**src/rtl/fifo_burst_reader_if.sv**
```systemverilog
// Handshake bundle for fifo_burst_reader: FWFT FIFO read side plus the
// downstream valid/ready burst stream.
interface fifo_burst_reader_if #(
    parameter int WIDTH      = 32,
    parameter int DEEPTH_BIT = 6
);
    logic                  fifo_empty;
    logic [WIDTH-1:0]      fifo_dato;
    logic [DEEPTH_BIT-1:0] fifo_rlevel;
    logic                  fifo_rd_en;
    logic                  flush;
    logic                  m_valid;
    logic                  m_ready;
    logic [WIDTH-1:0]      m_data;
    logic                  m_last;
    logic [15:0]           burst_cnt;

    modport master (
        input  fifo_empty, fifo_dato, fifo_rlevel, flush, m_ready,
        output fifo_rd_en, m_valid, m_data, m_last, burst_cnt
    );

    modport slave (
        output fifo_empty, fifo_dato, fifo_rlevel, flush, m_ready,
        input  fifo_rd_en, m_valid, m_data, m_last, burst_cnt
    );
endinterface

```
**src/rtl/fifo_burst_reader.sv**
```systemverilog
// Reads full (or flushed partial) bursts from an FWFT FIFO and presents them
// on a single-entry registered valid/ready stream with an end-of-burst marker.
module fifo_burst_reader #(
    parameter int WIDTH      = 32,
    parameter int DEEPTH_BIT = 6,
    parameter int BURST_LEN  = 8
) (
    input  logic                rclk,
    input  logic                rst,
    fifo_burst_reader_if.master bus
);
    localparam int          CW     = $clog2(BURST_LEN + 1);
    localparam logic [31:0] BL32   = 32'(BURST_LEN);
    localparam logic [CW-1:0] BL_CNT = CW'(BURST_LEN);
    localparam logic [CW-1:0] ONE    = CW'(1);

    typedef enum logic {IDLE, BURST} state_t;

    state_t           state_q;
    logic [CW-1:0]    cnt_q;
    logic [WIDTH-1:0] data_q;
    logic             valid_q;
    logic             last_q;
    logic [15:0]      bcnt_q;

    logic full_start;
    logic flush_start;
    logic pop;

    always_comb begin
        full_start  = 32'(bus.fifo_rlevel) >= BL32;
        // A zero level can never be drained, so it must not open a burst.
        flush_start = bus.flush && !bus.fifo_empty && (bus.fifo_rlevel != '0);
        pop         = (state_q == BURST) && (cnt_q != '0) && !bus.fifo_empty &&
                      (!valid_q || bus.m_ready);
    end

    always_ff @(posedge rclk or posedge rst) begin
        if (rst) begin
            state_q <= IDLE;
            cnt_q   <= '0;
            data_q  <= '0;
            valid_q <= 1'b0;
            last_q  <= 1'b0;
            bcnt_q  <= '0;
        end else begin
            case (state_q)
                IDLE: begin
                    if (full_start) begin
                        state_q <= BURST;
                        cnt_q   <= BL_CNT;
                    end else if (flush_start) begin
                        state_q <= BURST;
                        cnt_q   <= CW'(bus.fifo_rlevel);
                    end
                end
                BURST: begin
                    if (pop) begin
                        cnt_q <= cnt_q - ONE;
                        if (cnt_q == ONE) begin
                            state_q <= IDLE;
                            bcnt_q  <= bcnt_q + 16'd1;
                        end
                    end
                end
                default: state_q <= IDLE;
            endcase

            // Output register: a pop refills it, an accept without pop drains it.
            if (pop) begin
                data_q  <= bus.fifo_dato;
                valid_q <= 1'b1;
                last_q  <= (cnt_q == ONE);
            end else if (valid_q && bus.m_ready) begin
                valid_q <= 1'b0;
                last_q  <= 1'b0;
            end
        end
    end

    assign bus.fifo_rd_en = pop;
    assign bus.m_valid    = valid_q;
    assign bus.m_data     = data_q;
    assign bus.m_last     = last_q;
    assign bus.burst_cnt  = bcnt_q;
endmodule
```
**src/flat_wrapper.sv**
```systemverilog
// flat-port wrapper written by rule: the top's interface ports become plain ports
module fifo_burst_reader_flat 
#(
    parameter int WIDTH      = 32,
    parameter int DEEPTH_BIT = 6,
    parameter int BURST_LEN  = 8
)
  (rclk, rst, bus_fifo_empty, bus_fifo_dato, bus_fifo_rlevel, bus_flush, bus_m_ready, bus_fifo_rd_en, bus_m_valid, bus_m_data, bus_m_last, bus_burst_cnt);
  fifo_burst_reader_if #(.WIDTH(WIDTH), .DEEPTH_BIT(DEEPTH_BIT)) bus_i ();
  input  logic rclk;
  input  logic rst;
  input wire logic [$bits(bus_i.fifo_empty)-1:0] bus_fifo_empty;
  input wire logic [$bits(bus_i.fifo_dato)-1:0] bus_fifo_dato;
  input wire logic [$bits(bus_i.fifo_rlevel)-1:0] bus_fifo_rlevel;
  input wire logic [$bits(bus_i.flush)-1:0] bus_flush;
  input wire logic [$bits(bus_i.m_ready)-1:0] bus_m_ready;
  output wire logic [$bits(bus_i.fifo_rd_en)-1:0] bus_fifo_rd_en;
  output wire logic [$bits(bus_i.m_valid)-1:0] bus_m_valid;
  output wire logic [$bits(bus_i.m_data)-1:0] bus_m_data;
  output wire logic [$bits(bus_i.m_last)-1:0] bus_m_last;
  output wire logic [$bits(bus_i.burst_cnt)-1:0] bus_burst_cnt;
  assign bus_i.fifo_empty = bus_fifo_empty;
  assign bus_i.fifo_dato = bus_fifo_dato;
  assign bus_i.fifo_rlevel = bus_fifo_rlevel;
  assign bus_i.flush = bus_flush;
  assign bus_i.m_ready = bus_m_ready;
  assign bus_fifo_rd_en = bus_i.fifo_rd_en;
  assign bus_m_valid = bus_i.m_valid;
  assign bus_m_data = bus_i.m_data;
  assign bus_m_last = bus_i.m_last;
  assign bus_burst_cnt = bus_i.burst_cnt;
  fifo_burst_reader #(.WIDTH(WIDTH), .DEEPTH_BIT(DEEPTH_BIT), .BURST_LEN(BURST_LEN)) u_core (.rclk(rclk), .rst(rst), .bus(bus_i));
endmodule
```
**config.mk**
```make
export PLATFORM = sky130hd
export DESIGN_NAME = fifo_burst_reader_flat
export DESIGN_NICKNAME = d
export VERILOG_FILES = /design/src/rtl/fifo_burst_reader_if.sv /design/src/rtl/fifo_burst_reader.sv /design/src/flat_wrapper.sv
export SDC_FILE = /design/constraint.sdc
export NUM_CORES = 1
export LEC_CHECK = 0
export BUFFER_PORTS_ARGS = -buffer_cell sky130_fd_sc_hd__buf_2
export CAP_MARGIN = 30
export CORE_ASPECT_RATIO = 1.5
export CORE_MARGIN = 2
export CORE_UTILIZATION = 51
export DETAILED_ROUTE_END_ITERATION = 8
export PLACE_DENSITY = 0.93
export SETUP_SLACK_MARGIN = 0.15
export SYNTH_ARGS = -nofsm -noshare
export SYNTH_HDL_FRONTEND = slang
export SYNTH_SLANG_ARGS = --single-unit
```
**constraint.sdc**
```tcl
create_clock -name rclk -period 3.7 [get_ports rclk]
set_input_delay 0.74 -clock rclk [delete_from_list [all_inputs] [get_ports rclk]]
set_output_delay 0.74 -clock rclk [all_outputs]
set_load 0.01 [all_outputs]
```
[Word-level counts from Yosys, hierarchy flattened]
Cells that the tools add are included.
Storage, ports and cells
  register bits after elaboration: 55
Cells by class
  $add $sub $neg: 2
  eq/ne operators: 3
  bitwise operators: 1
  multiplexer cells: 12
  $lt $le $gt $ge: 1
  reductions and logical operators: 14
Operators with widths (count)
  $add A16 B1 Y16 const B: 1
  $mux W4: 3
  $pmux W4 S2: 1
  $mux W1: 7
  $ge A6 B4 Y1 const B: 1
  $logic_and A1 B1 Y1: 6
  $reduce_bool A6 Y1: 1
  $eq A4 B1 Y1 const B: 1
  $reduce_bool A4 Y1: 1
  $sub A4 B1 Y4 const B: 1
  $ne A3 B1 Y1 const B: 1
  $reduce_and A3 Y1: 1
  $logic_not A1 Y1: 2
  $ne A2 B2 Y1 const B: 1
  $pmux W1 S2: 1
  $reduce_and A2 Y1: 1
  $reduce_bool A2 Y1: 1
  $logic_or A1 B1 Y1: 1
  $not A1 Y1: 1

[Logic depth before layout (Yosys ltp)]
  word-level depth: 6
  mapped depth: 6
  depth with buffers taken out: 6

[Worst setup path after synthesis]
OpenSTA, ideal clock, no wires.
  path kind: input to output
  start point: in bus_fifo_empty
  end point: out bus_fifo_rd_en
  arrival: 1.437 ns
  stages: 3
  buffers on the path: 1
  setup slack: 1.523 ns
  required time: 2.960 ns
  path through: nand2b_4 > a211oi_4 > buf_2
On the way
  cells in the longest elaborated chain, start to end: 3
Ends and longest elaborated chain
  start: declaration: RTL line flat_wrapper.sv:12  | input wire logic [$bits(bus_i.fifo_empty)-1:0] bus_fifo_empty;
  $logic_not A1 Y1: RTL line fifo_burst_reader.sv:34  | pop = (state_q == BURST) && (cnt_q != '0) && !bus.fifo_empty &&
  $logic_and A1 B1 Y1 (2 in series): RTL line fifo_burst_reader.sv:34
  end: declaration: RTL line flat_wrapper.sv:17  | output wire logic [$bits(bus_i.fifo_rd_en)-1:0] bus_fifo_rd_en;
No other way between the ends.

[Worst setup path in the final report]
  start point: reg u_core.cnt_q[0]
  end point: out bus_fifo_rd_en
On the way
  cells in the longest elaborated chain, start to end: 4
Ends and longest elaborated chain
  start: declaration: RTL line fifo_burst_reader.sv:20  | logic [CW-1:0] cnt_q;
  start signal: assignment: RTL line fifo_burst_reader.sv:54  | cnt_q <= CW'(bus.fifo_rlevel);
  start signal: assignment: RTL line fifo_burst_reader.sv:59  | cnt_q <= cnt_q - ONE;
  $reduce_bool A4 Y1: RTL line fifo_burst_reader.sv:34
  $logic_and A1 B1 Y1 (3 in series): RTL line fifo_burst_reader.sv:34
No other way between the ends.

==> impl_metrics.yaml <==
run_status:
  status: "finished, final reports clean"
global_route:
  antenna_found_initial: 0
  gr-usage-all-layers_pct: 18.50
  grt_max_degree: 35
  grt-ovfl-total: 0
  grt_pass1_vias: 1562
  grt_pass1_wl_mm: 7.251
sta:
  fin_skew_ns: 0.005938
  fin_crit_sh_pct: 68.12
  fmax_mhz: 396.7
  tightestPinTransition_ns: 0.6596
  tns_ns: 0
  finalCriticalPeriod_ns: 2.521
  slew-limit-headroom_pct: 55.69
  setup_viol: 0
  hold_violations: 0
  rsz0062_at_grt: "no"
  maxSlewViolCount: 0
worst_setup_path:
  critPathMaxStageDelay_ns: 0.50
  cp_num_buf_inv: 2
  cp_cell_sequence: "inv_1 > ha_1 > a211oi_4 > buf_2"
  worstPathRequired_ns: 2.96
  critPathTopFamily: "compound AO/OA/AOI/OAI gates"
  cp_slowest_cell: "a211oi_4"
  cp_num_cells: 4
  worstPathArrival_ns: 1.78
  critPathCaptureType: "output port"
  reg2reg_depth: 5
  crit_fanout: 10
  critPathKind: "flop to output port"
  critPathLaunchType: "flop"
synth:
  synthTopCellsByArea: "dfrtp_1 59%, mux2_2 15%, xnor2_1 4.9%, ha_1 1.6%, nand3_1 1.5%"
  syn_avg_cell_area_um2: 13.59
  synth_top_area_cell: "dfrtp_1"
  syn_nets: 217
  synthTopCellsByCount: "55 x dfrtp_1, 30 x mux2_2, 13 x xnor2_1"
  synth.area.mux_share_pct: 15.99
  synth_simple_gate_area_share_pct: 11.20
  synth_xor_area_share_pct: 5.654
  synth_top_family_by_area: "multiplexers"
  yosysUniqueCellTypes: 35
  synth_compound_area_share_pct: 4.523
  synthCells: 171
  ys.flop_type: "dfrtp_1"
  async_flop_share_pct: 100.0
  yosysMostFrequentCell: "dfrtp_1"
  synthAdderAreaFrac_pct: 1.616
  yosys_warnings: 0
  yosysSeqAreaShare_pct: 59.24
  synth_edf_count: 0
  synth.top_cell.area_share_pct: 59.24
  syn-cell-area_um2: 2323
  ys_ff_latch: 55
pwr:
  fin_total_pwr_w: 0.001416
  powerDensity_nw_per_um2: 478.3
  peakVddDrop_mv: 0.3056
  leakage_nw: 1.475
clocking:
  cts_buffers: 5
  clock_sinks: 55
  holdBufCountCts: 0
  cts_tree: "done"
  clockBufferDepth: 2
  cts-resized-gates: 0
  worstSkewPairLatency_ns: 0.30
  post_cts_buffers: 0
  cts_root_buf: "clkbuf_8"
  clk_pin_slew_ns: 0.09
  htreeDepth: 2
routing:
  drt_iter0_markers: 24
  post_drt_wl_per_cell_um: 14.17
  postRouteAntennaNets: 0
  vias: 1670
  wl_mm: 4.493
  dr.pass1.iters: 4
  route.detailed.drc: 0
  via_per_inst: 5.268
cells_and_area:
  area_growth_pct: 27.41
  drive_above_1_share_pct: 52.04
  nets: 315
  diodes: 0
  utilization_pct: 66.27
floorplanning:
  row_count: 30
  core-area_um2: 4467
  fp.dieH_um: 86.67
  die_w_um: 59.11
  start_util_pct: 52.02
  io_pins: 94
  die_area_um2: 5123
placement:
  place_congestion: 0.7560
  port_buffers: 93
  dp.final_hpwl_mm: 3.472
job:
  cap_violations: 0
worst_hold_path:
  min_path_type: "input pin to asynchronous set/reset pin"
layout by cell type, fill, tap and decap left out, drive strengths merged:
master / synthesis / layout
buf: 4 / 95
dfrtp: 55 / 55
mux2: 33 / 33
xnor2: 13 / 13
nand2: 8 / 8
nand3: 7 / 7
and3: 5 / 5
clkbuf: 0 / 5
nor3: 5 / 5
inv: 5 / 5
nor2: 4 / 4
o21ai: 3 / 3
a21oi: 3 / 3
nand4: 3 / 3
ha: 3 / 3
xor2: 2 / 2
a221oi: 2 / 2
nand3b: 2 / 2
nor2b: 2 / 2
nand2b: 2 / 2
nor4: 2 / 2
a211oi: 1 / 1
nor4b: 1 / 1
a31oi: 1 / 1
a21o: 1 / 1
a22oi: 1 / 1
or3: 1 / 1
o21bai: 1 / 1
a32oi: 1 / 1
bufinv: 0 / 1
clkinvlp: 0 / 1
routing by layer:
metal / wire, um / vias to the layer above / track usage (%)
met5: 0 / - / 0
met4: 71 / 0 / 7.438
met3: 175 / 7 / 3.731
met2: 2476 / 49 / 31.52
met1: 1770 / 820 / 22.51
li1: - / 794 / -
flip-flops by register name, summed over array words and instances, names as in the netlist:
signal and cells:
u_core.bus.m_data 32, u_core.bus.burst_cnt 16, u_core.cnt_q 4, u_core.bus.m_last 1, u_core.bus.m_valid 1, u_core.state_q 1
cell type report:
| type | instances | area [um2] |
|---|---|---|
| multi-input cells | 107 | 905.9 |
| repair buffers | 95 | 493.0 |
| clock buffers | 5 | 68.82 |
| fillers | 359 | 1506 |
| flip-flops and latches | 55 | 1376 |
| inverters | 5 | 18.77 |
| clock inverters | 2 | 37.54 |
| well taps | 48 | 60.06 |
stage by stage:
step	cells	setup WS [ns]	hold slack, ns	area (um2)
floorplan	171	1.523	0.5075	2323
global placement	309	1.274	0.4592	2834
detailed placement	310	1.277	0.4619	2854
CTS	317	1.141	0.4537	2960
global route	317	0.9969	0.4707	2960
finish	317	1.179	0.4492	2960
worst paths after layout:
path / start / end / slack (ns)
worst max-delay path: u_core.cnt_q[0]$_DFFE_PP0P_ / bus_fifo_rd_en / 1.18
worst min-delay path: rst / u_core.cnt_q[2]$_DFFE_PP0P_ / 0.45
worst max register to register: u_core.cnt_q[0]$_DFFE_PP0P_ / u_core.bus.m_data[10]$_DFFE_PP0P_ / 1.54
worst min register to register: u_core.bus.burst_cnt[15]$_DFFE_PP0P_ / u_core.bus.burst_cnt[15]$_DFFE_PP0P_ / 0.47
max in group asynchronous: rst / u_core.bus.m_data[31]$_DFFE_PP0P_ / 2.72
min in group rclk: u_core.bus.burst_cnt[15]$_DFFE_PP0P_ / u_core.bus.burst_cnt[15]$_DFFE_PP0P_ / 0.47
where the power goes:
| group | internal (W) | switching [W] |
|---|---|---|
| Clock | 0.000198 | 0.000180 |
| Combinational | 0.000151 | 0.000152 |
| Sequential | 0.000685 | 0.0000500 |
| Total | 0.00103 | 0.000382 |
cells by family after synthesis:
| logic type | after synthesis |
|---|---|
| and+or+nand+nor | 42 |
| DFF | 55 |
| AOI/OAI and AO/OA | 14 |
| muxes | 33 |
| xor gates and xnor gates | 15 |
| adders and majority gates | 3 |
| buffers and inverters | 9 |
Power figures use the tool's default switching activity.
